`src/rtl/fpga_reset_sequencer.sv`:
```
// fpga_reset_sequencer
//
// Releases a grouped active-low reset vector in three timed phases:
//   1. the RESETS primary bits together, RESET_CYCLES cycles after reset,
//   2. the STARTS start bits together, START_CYCLES cycles later,
//   3. the DELAYS delayed bits one at a time, DELAY_CYCLES apart, in
//      ascending index order.
// Empty groups (STARTS=0 or DELAYS=0) skip their phase entirely. The
// whole sequence can be restarted at any time with rearm.
//
// Ports:
//   CLK      in   single clock
//   RESET    in   synchronous active-high reset
//   rearm    in   restart the sequence from HOLD
//   pause    in   freezes the phase counter in START_WAIT and DELAY
//   reset_n  out  [RESETS-1:0] reset group, then STARTS start bits,
//                 then DELAYS delayed bits (all active low)
//   done     out  high when every reset_n bit is high
//   state    out  HOLD=0, START_WAIT=1, DELAY=2, DONE=3
//
// Optional build macro: FPGA_RESET_SEQ_REARM_FILTER_EN
//   When defined, rearm goes through a 2-flop synchronizer and must be
//   seen high for 4 consecutive synchronized cycles before the restart
//   takes effect. When undefined, rearm is used directly.

module fpga_reset_sequencer #(
  parameter int RESETS       = 1,
  parameter int STARTS       = 0,
  parameter int DELAYS       = 0,
  parameter int RESET_CYCLES = 10,
  parameter int START_CYCLES = 10,
  parameter int DELAY_CYCLES = 4
) (
  input  logic                             CLK,
  input  logic                             RESET,
  input  logic                             rearm,
  input  logic                             pause,
  output logic [RESETS+STARTS+DELAYS-1:0] reset_n,
  output logic                             done,
  output logic [1:0]                       state
);

  localparam int TOTAL   = RESETS + STARTS + DELAYS;
  localparam int MAX_RS  = (RESET_CYCLES > START_CYCLES) ? RESET_CYCLES : START_CYCLES;
  localparam int MAX_CYC = (MAX_RS > DELAY_CYCLES) ? MAX_RS : DELAY_CYCLES;
  localparam int CNT_W   = $clog2(MAX_CYC + 1);
  // dly_idx must be able to hold DELAYS itself (its saturated value).
  localparam int IDX_W   = (DELAYS > 0) ? $clog2(DELAYS + 1) : 1;

  localparam logic [CNT_W-1:0] RESET_LAST = CNT_W'(RESET_CYCLES - 1);
  localparam logic [CNT_W-1:0] START_LAST = CNT_W'(START_CYCLES - 1);
  localparam logic [CNT_W-1:0] DELAY_LAST = CNT_W'(DELAY_CYCLES - 1);
  localparam logic [IDX_W-1:0] IDX_LAST   = IDX_W'(DELAYS - 1);

  typedef enum logic [1:0] {
    HOLD       = 2'd0,
    START_WAIT = 2'd1,
    DELAY      = 2'd2,
    DONE       = 2'd3
  } state_t;

  // Successor states resolved at elaboration so empty groups are skipped.
  localparam state_t AFTER_START = (DELAYS > 0) ? DELAY : DONE;
  localparam state_t AFTER_HOLD  = (STARTS > 0) ? START_WAIT : AFTER_START;

  state_t             state_reg, state_next;
  logic [CNT_W-1:0]   cnt_reg, cnt_next;
  logic [IDX_W-1:0]   dly_idx_reg, dly_idx_next;
  logic [TOTAL-1:0]   reset_n_reg, reset_n_next;
  logic               done_reg, done_next;
  logic               rearm_go;

  // Per-bit masks: which bits belong to the reset/start groups, and which
  // delayed bit is addressed by the current dly_idx.
  logic [TOTAL-1:0]   reset_mask;
  logic [TOTAL-1:0]   start_mask;
  logic [TOTAL-1:0]   delay_hit;

  for (genvar gi = 0; gi < TOTAL; gi++) begin : g_mask
    if (gi < RESETS) begin : g_rst
      assign reset_mask[gi] = 1'b1;
      assign start_mask[gi] = 1'b0;
      assign delay_hit[gi]  = 1'b0;
    end else if (gi < RESETS + STARTS) begin : g_start
      assign reset_mask[gi] = 1'b0;
      assign start_mask[gi] = 1'b1;
      assign delay_hit[gi]  = 1'b0;
    end else begin : g_delay
      assign reset_mask[gi] = 1'b0;
      assign start_mask[gi] = 1'b0;
      assign delay_hit[gi]  = (dly_idx_reg == IDX_W'(gi - RESETS - STARTS));
    end
  end

`ifdef FPGA_RESET_SEQ_REARM_FILTER_EN
  // Two-flop synchronizer followed by a saturating run-length counter.
  // The restart fires on the 4th consecutive synchronized-high cycle.
  logic [1:0] rearm_sync_reg;
  logic [1:0] deb_cnt_reg;

  always_ff @(posedge CLK) begin
    if (RESET) begin
      rearm_sync_reg <= 2'b00;
      deb_cnt_reg    <= 2'd0;
    end else begin
      rearm_sync_reg <= {rearm_sync_reg[0], rearm};
      if (!rearm_sync_reg[1]) begin
        deb_cnt_reg <= 2'd0;
      end else if (deb_cnt_reg != 2'd3) begin
        deb_cnt_reg <= deb_cnt_reg + 2'd1;
      end
    end
  end

  assign rearm_go = rearm_sync_reg[1] && (deb_cnt_reg == 2'd3);
`else
  assign rearm_go = rearm;
`endif

  always_comb begin
    state_next   = state_reg;
    cnt_next     = cnt_reg;
    dly_idx_next = dly_idx_reg;
    reset_n_next = reset_n_reg;

    if (rearm_go) begin
      state_next   = HOLD;
      cnt_next     = '0;
      dly_idx_next = '0;
      reset_n_next = '0;
    end else begin
      unique case (state_reg)
        HOLD: begin
          // pause has no effect while holding the primary resets.
          if (cnt_reg == RESET_LAST) begin
            reset_n_next = reset_n_reg | reset_mask;
            cnt_next     = '0;
            state_next   = AFTER_HOLD;
          end else begin
            cnt_next = cnt_reg + CNT_W'(1);
          end
        end
        START_WAIT: begin
          if (!pause) begin
            if (cnt_reg == START_LAST) begin
              reset_n_next = reset_n_reg | start_mask;
              cnt_next     = '0;
              state_next   = AFTER_START;
            end else begin
              cnt_next = cnt_reg + CNT_W'(1);
            end
          end
        end
        DELAY: begin
          if (!pause) begin
            if (cnt_reg == DELAY_LAST) begin
              reset_n_next = reset_n_reg | delay_hit;
              cnt_next     = '0;
              // Final increment lands on DELAYS; it then holds in DONE.
              dly_idx_next = dly_idx_reg + IDX_W'(1);
              if (dly_idx_reg == IDX_LAST) begin
                state_next = DONE;
              end
            end else begin
              cnt_next = cnt_reg + CNT_W'(1);
            end
          end
        end
        DONE: begin
          state_next = DONE;
        end
        default: begin
          state_next = HOLD;
        end
      endcase
    end

    // Registered alongside the final release so done and the last bit rise
    // on the same edge.
    done_next = (state_next == DONE);
  end

  always_ff @(posedge CLK) begin
    if (RESET) begin
      state_reg   <= HOLD;
      cnt_reg     <= '0;
      dly_idx_reg <= '0;
      reset_n_reg <= '0;
      done_reg    <= 1'b0;
    end else begin
      state_reg   <= state_next;
      cnt_reg     <= cnt_next;
      dly_idx_reg <= dly_idx_next;
      reset_n_reg <= reset_n_next;
      done_reg    <= done_next;
    end
  end

  assign reset_n = reset_n_reg;
  assign done    = done_reg;
  assign state   = state_reg;

endmodule

```
`config.mk`:
```
export PLATFORM = sky130hd
export DESIGN_NAME = fpga_reset_sequencer
export DESIGN_NICKNAME = d
export VERILOG_FILES = /design/src/rtl/fpga_reset_sequencer.sv
export SDC_FILE = /design/constraint.sdc
export NUM_CORES = 1
export LEC_CHECK = 0
export ABC_AREA = 1
export CAP_MARGIN = 25
export CORE_MARGIN = 10
export CORE_UTILIZATION = 37
export CTS_BUF_LIST = sky130_fd_sc_hd__clkbuf_8
export DETAILED_ROUTE_END_ITERATION = 16
export MAX_ROUTING_LAYER = met4
export PLACE_DENSITY_LB_ADDON = 0.08
export SLEW_MARGIN = 20
export SYNTH_ARGS = -nofsm -noshare
export SYNTH_HDL_FRONTEND = slang
export SYNTH_SLANG_ARGS = --single-unit
```
`constraint.sdc`:
```
create_clock -name CLK -period 1.1 [get_ports CLK]
set_clock_uncertainty 0.1 [all_clocks]
set_input_delay 0.165 -clock CLK [delete_from_list [all_inputs] [get_ports CLK]]
set_output_delay 0.165 -clock CLK [all_outputs]
set_load 0.02 [all_outputs]
```
==> flow_summary.toml, run 1 <==
[status]
outcome = "complete, but fails checks"
violations = "setup timing"

[drt]
ant_nets = 0
wl_per_cell_um = 9.73
drt_iter0_markers = 10
drt-pass1-iter-count = 4
vias = 474
drc = 0
wl_um = 1070
viasPerCell = 4.31

[synthesis]
syn-cell-area_um2 = 504
synth_nets = 81
ys.warnings.count = 0
synthDistinctLibCells = 15
synth_top_area_share_pct = 35.7
synth-seq-area-share_pct = 35.7
synth.area.top_cells = "dfxtp_1, nand2_1, inv_1"
syn_avg_cell_area_um2 = 6.72
ys_ff_latch = 9
yosysTopAreaCell = "dfxtp_1"
synth_cells = 75

[floorplanning]
io_pins = 8
die_h_um = 56.9
rows = 13
die-area_mm2 = 0.00324
core_area_mm2 = 0.00128
initial_core_util_pct = 39.2
dieWidth_um = 56.9

[global_route]
antenna_found_initial = 0
grt_usage_pct = 7.45
grt_pass1_vias = 484
grt_pass1_wl_um = 1940
overflow = 0
grt_max_degree = 9

[cells_and_area]
antenna_cells = 0
largest_reg_flops = 4
final_area_um2 = 729
final_cell_mix = "nand2_1, inv_1, nor2_1, buf_4, dfxtp_1"
layout_commonest_cell = "nand2_1"
nets = 102
drive_gt1_share_pct = 41.1
syn_to_final_growth_pct = 44.7

[timing]
fin_setup_tns_ns = -0.518
hold_viol_final = 0
slew_viol_final = 0
finalSetupViolCount = 8
min_period_over_period_pct = 108
worst_slack_ns = -0.0909
layout_min_cycle_time_ns = 1.19
rsz0062_at_grt = "yes"
maxSlewHeadroom_pct = 75.0
tightest_slew_ns = 0.373
fmax_ghz = 0.840

[clocking]
cts-buffers-inserted = 3
insertion_delay_ns = 0.23
cts_tree = "built"
clk_path_buf_depth = 2
cts_max_level = 1
root_buffer = "clkbuf_8"
clock-sinks = 9
clkTransAtPathRegs_ns = 0.04

[placed_design]
placed_area_um2 = 674
gp_congestion = 0.815
pre_cts_ws_ns = -0.268
dpl.hpwl_um = 847
io_buffers = 7

[pwr]
internal_power_uw = 603
p_sw_uw = 163
p_per_area_mw_per_mm2 = 1050
combPwrFrac_pct = 7.7
p_leak_nw = 0.380
clkPwrFrac_pct = 48.6
ir_worst_vdd_v = 0.000731
share_seq_of_total_power_pct = 43.7
total_power_uw = 766
swShare_pct = 21.3

[worst_setup_path]
start_kind = "register"
path_max_fanout = 4
crit_path_end_kind = "register"
critPathArrivalTime_ns = 1.22
path_class = "register to register"
crit_required_ns = 1.13

[flow_run]
maxCapViolCount = 0

[worst_hold_path]
hp-class = "register to register"
-- power by group through the flow --
stage | Combinational [mW] | Sequential (mW) | Clock [mW]
5_1_grt | 0.0655 | 0.335 | 0.400
3_3_place_gp | 0.0558 | 0.340 | 0
4_1_cts | 0.0575 | 0.335 | 0.383
3_5_place_dp | 0.0549 | 0.341 | 0
6_report | 0.0589 | 0.335 | 0.372
2_1_floorplan | 0.0311 | 0.341 | 0
-- worst paths after layout --
path,slack [ns],from,to,cells past startpoint
max,-0.09,cnt_reg[1]$_SDFFE_PP0P_,cnt_reg[2]$_SDFFE_PP0P_,9
min,0.37,reset_n$_SDFFE_PP0P_,reset_n$_SDFFE_PP0P_,1
min reg2reg,0.37,reset_n$_SDFFE_PP0P_,reset_n$_SDFFE_PP0P_,1
max reg2reg,-0.09,cnt_reg[1]$_SDFFE_PP0P_,cnt_reg[2]$_SDFFE_PP0P_,9
-- Yosys cell counts --
cell     number
nand3_1       5
inv_2         2
o21a_1        1
nor2_1       10
nand3_2       1
inv_1        12
nand2_4       2
ha_1          2
nor2_2        5
dfxtp_1       9
nand2_1      19
nand4_1       1
nand2_2       4
o21ai_1       1
o21ai_0       1
-- routing by layer --
metal	GRT usage, %	vias to the layer above	wire (um)
met4	5.03	0	10
li1	-	266	-
met5	-	-	0
met1	9.24	199	551
met3	2.25	2	54
met2	9.92	7	454
-- stage by stage --
| step | util, % | hold slack (ns) | cells |
|---|---|---|---|
| after floorplan | - | 0.137 | 75 |
| after global placement | 52.5 | 0.354 | 105 |
| after detailed placement | 52.5 | 0.364 | 105 |
| after CTS | 57.3 | 0.379 | 110 |
| after global routing | 56.8 | 0.399 | 110 |
| final | 56.8 | 0.365 | 110 |
-- area by class of cell --
type,count,area (um^2)
Multi-Input combinational cell,52,309
Fill cell,123,556
Sequential cell,9,186
Inverter,14,52.6
Tap cell,15,18.8
Timing Repair Buffer,16,118
Clock inverter,1,3.75
Clock buffer,3,41.3
-- repair_timing --
item,CTS,global route
endpoints found under the setup margin,13,11
hold buffers,0,0
gates resized for setup,17,3
pin swaps,4,0
buffers inserted,1,0
gates cloned,0,0
-- cells by family (layout without fill, tap and decap cells) --
family,after synthesis,count (layout),synth area share [%]
buffers and inverters,14,34,10.4
AOI/OAI and AO/OA,3,3,3.47
and+or+nand+nor,47,47,45.4
DFF,9,9,35.7
adders and majority gates,2,2,4.96
-- worst max-delay path: stages, from the launching register on --
cell     delay (ns)
dfxtp_2        0.32
inv_2          0.07
ha_4           0.13
nand2_4        0.05
nor2_4         0.10
nand2_1        0.06
nand2_1        0.07
nand2_2        0.06
nand2_4        0.08
nor2_2         0.04
No activity file was read; power rests on OpenSTA's default activity.
==> run 2, diff against run 1 <==
CORE_AREA = 10 10 47 49   (was unset)
CORE_MARGIN = unset   (was 10)
CORE_UTILIZATION = unset   (was 37)
DIE_AREA = 0 0 57 59   (was unset)
==> run 2 against run 1 <==
Effect of this change:
- the run still ends with setup timing left
- worst setup slack worse by 0.0079 ns
- sequential share of layout area increased by 0.22 points
- sequential power hardly changed
- maximum frequency shrank 0.66%
- wire length fell by 3.0%
- clock power shrank 2%
- non-clock buffer count down 1
- power decreased by 1.3%
- count of clock-buffer cells in the layout is the same
- critical path type unchanged
==> flow_summary.toml, run 2 (synthesis gave the netlist of run 1 again) <==
[global_route]
grt_usage_pct = 7.60
overflow = 0
grt_pass1_wl_um = 1930
antenna_found_initial = 0
grt_max_degree = 9
grt_pass1_vias = 457

[clocking]
insertion_delay_ns = 0.23
clkTransAtPathRegs_ns = 0.04
root_buffer = "clkbuf_8"
cts_tree = "built"
post_cts_buffers = 0
cts-buffers-inserted = 3
clk_path_buf_depth = 2
ctsHoldBuffers = 0
cts_max_level = 1
clock-sinks = 9

[floorplanning]
io_pins = 8
rows = 14
die_h_um = 59
die-area_mm2 = 0.00336
initial_core_util_pct = 36.0
dieWidth_um = 57
core_area_mm2 = 0.00140

[cells_and_area]
fillers = 147
final_area_um2 = 723
fin_util_pct = 51.6
antenna_cells = 0
final_cell_mix = "nand2_1, inv_1, nor2_1"
syn_to_final_growth_pct = 43.4
largest_reg_flops = 4
layout_commonest_cell = "nand2_1"
drive_gt1_share_pct = 40.4
nets = 101
final_cells = 110

[flow_run]
maxCapViolCount = 0

[worst_hold_path]
hold_path_depth = 1
hp-class = "register to register"
hp-start = "reset_n$_SDFFE_PP0P_"

[pwr]
p_per_area_mw_per_mm2 = 1050
clkPwrFrac_pct = 48.1
ir_worst_vdd_v = 0.000700
internal_power_uw = 601
share_seq_of_total_power_pct = 44.3
p_leak_nw = 0.376
combPwrFrac_pct = 7.6
swShare_pct = 20.5
p_sw_uw = 155

[drt]
wl_um = 1040
vias = 472
wl_met3_um = 60
dr.max_layer_used = "met4"
wl_per_cell_um = 9.44
m1WireLength_um = 510
ant_nets = 0
drt_iter0_markers = 7
viasPerCell = 4.29
drt-pass1-iter-count = 4
drc = 0
wl_met2_um = 443

[timing]
fmax_ghz = 0.834
rsz0062_at_grt = "yes"
worst_slack_ns = -0.0989
whs_ns = 0.360
min_period_over_period_pct = 109
slew_viol_final = 0
layout_min_cycle_time_ns = 1.20
tightest_slew_ns = 0.386
hold_viol_final = 0
fin_setup_tns_ns = -0.510
maxSlewHeadroom_pct = 74.2
finalSetupViolCount = 8

[worst_setup_path]
start_kind = "register"
r2r_cells = 9
crit_start = "cnt_reg[1]$_SDFFE_PP0P_"
crit_path_end_kind = "register"
crit_required_ns = 1.13
path_class = "register to register"
crit_buf_inv = 1
r2r_start = "cnt_reg[1]$_SDFFE_PP0P_"
critPathArrivalTime_ns = 1.23
path_cells = "inv_2, ha_4, nand2_4, nor2_4, nand2_1, nand2_1, nand2_2, nand2_4, nor2_2"
slowest_stage = "dfxtp_2"
cp_slowest_stage_delay_ns = 0.31
cp_top_family = "simple AND/OR/NAND/NOR gates"
path_max_fanout = 4
cp_num_cells = 9

[placed_design]
placed_area_um2 = 676
io_buffers = 7
placed_cells_incl_taps = 106
gp_congestion = 0.815
dpl.hpwl_um = 827

[status]
outcome = "complete, but fails checks"
violations = "setup timing"
-- run 2: power by group through the flow --
stage          combinational [mW]  sequential [mW]  clock [mW]
2_1_floorplan              0.0311            0.341           0
3_3_place_gp               0.0560            0.340           0
3_5_place_dp               0.0551            0.341           0
4_1_cts                    0.0576            0.335       0.381
5_1_grt                    0.0642            0.335       0.413
6_report                   0.0573            0.335       0.364
-- run 2: worst reg2reg max path: stages (launching register included) --
cell and delay (ns):
dfxtp_2 0.31, inv_2 0.07, ha_4 0.13, nand2_4 0.05
nor2_4 0.11, nand2_1 0.06, nand2_1 0.07, nand2_2 0.07
nand2_4 0.09, nor2_2 0.04
-- run 2: metal layers --
metal  GRT usage, %  up-vias
met2           9.61       10
met4           5.03        0
met3           3.22        3
met1           9.39      197
met5              -        -
li1               -      262
-- run 2: layout make-up --
type                            count  area, um^2  area share [%]
Clock inverter                      1        3.75           0.519
Sequential cell                     9         186            25.8
Tap cell                           16        20.0            2.77
Timing Repair Buffer               15         110            15.2
Clock buffer                        3        41.3            5.71
Multi-Input combinational cell     52         309            42.7
Inverter                           14        52.6            7.27
-- run 2: path summary, 6_finish.rpt --
| kind | end | slack (ns) |
|---|---|---|
| hold reg to reg | reset_n$_SDFFE_PP0P_ | 0.36 |
| setup / recovery | cnt_reg[2]$_SDFFE_PP0P_ | -0.1 |
| hold / removal | reset_n$_SDFFE_PP0P_ | 0.36 |
| setup reg to reg | cnt_reg[2]$_SDFFE_PP0P_ | -0.1 |
-- run 2: per-stage QoR --
step / setup slack, ns / total power [mW]
2_1_floorplan: -0.0601 / 0.372
3_3_place_gp: -0.308 / 0.396
3_5_place_dp: -0.269 / 0.396
4_1_cts: -0.0985 / 0.774
5_1_grt: -0.184 / 0.812
6_report: -0.0989 / 0.756
-- run 2: what timing repair did --
item	in CTS	in global routing
setup endpoints to repair	13	11
resized for setup	18	2
pin swaps	2	1
==> run 3, diff against run 2 <==
CTS_CLUSTER_DIAMETER = 100   (was unset)
==> results of run 3 <==
Same layout as run 2: the final DEF is identical, and so are final timing and power.
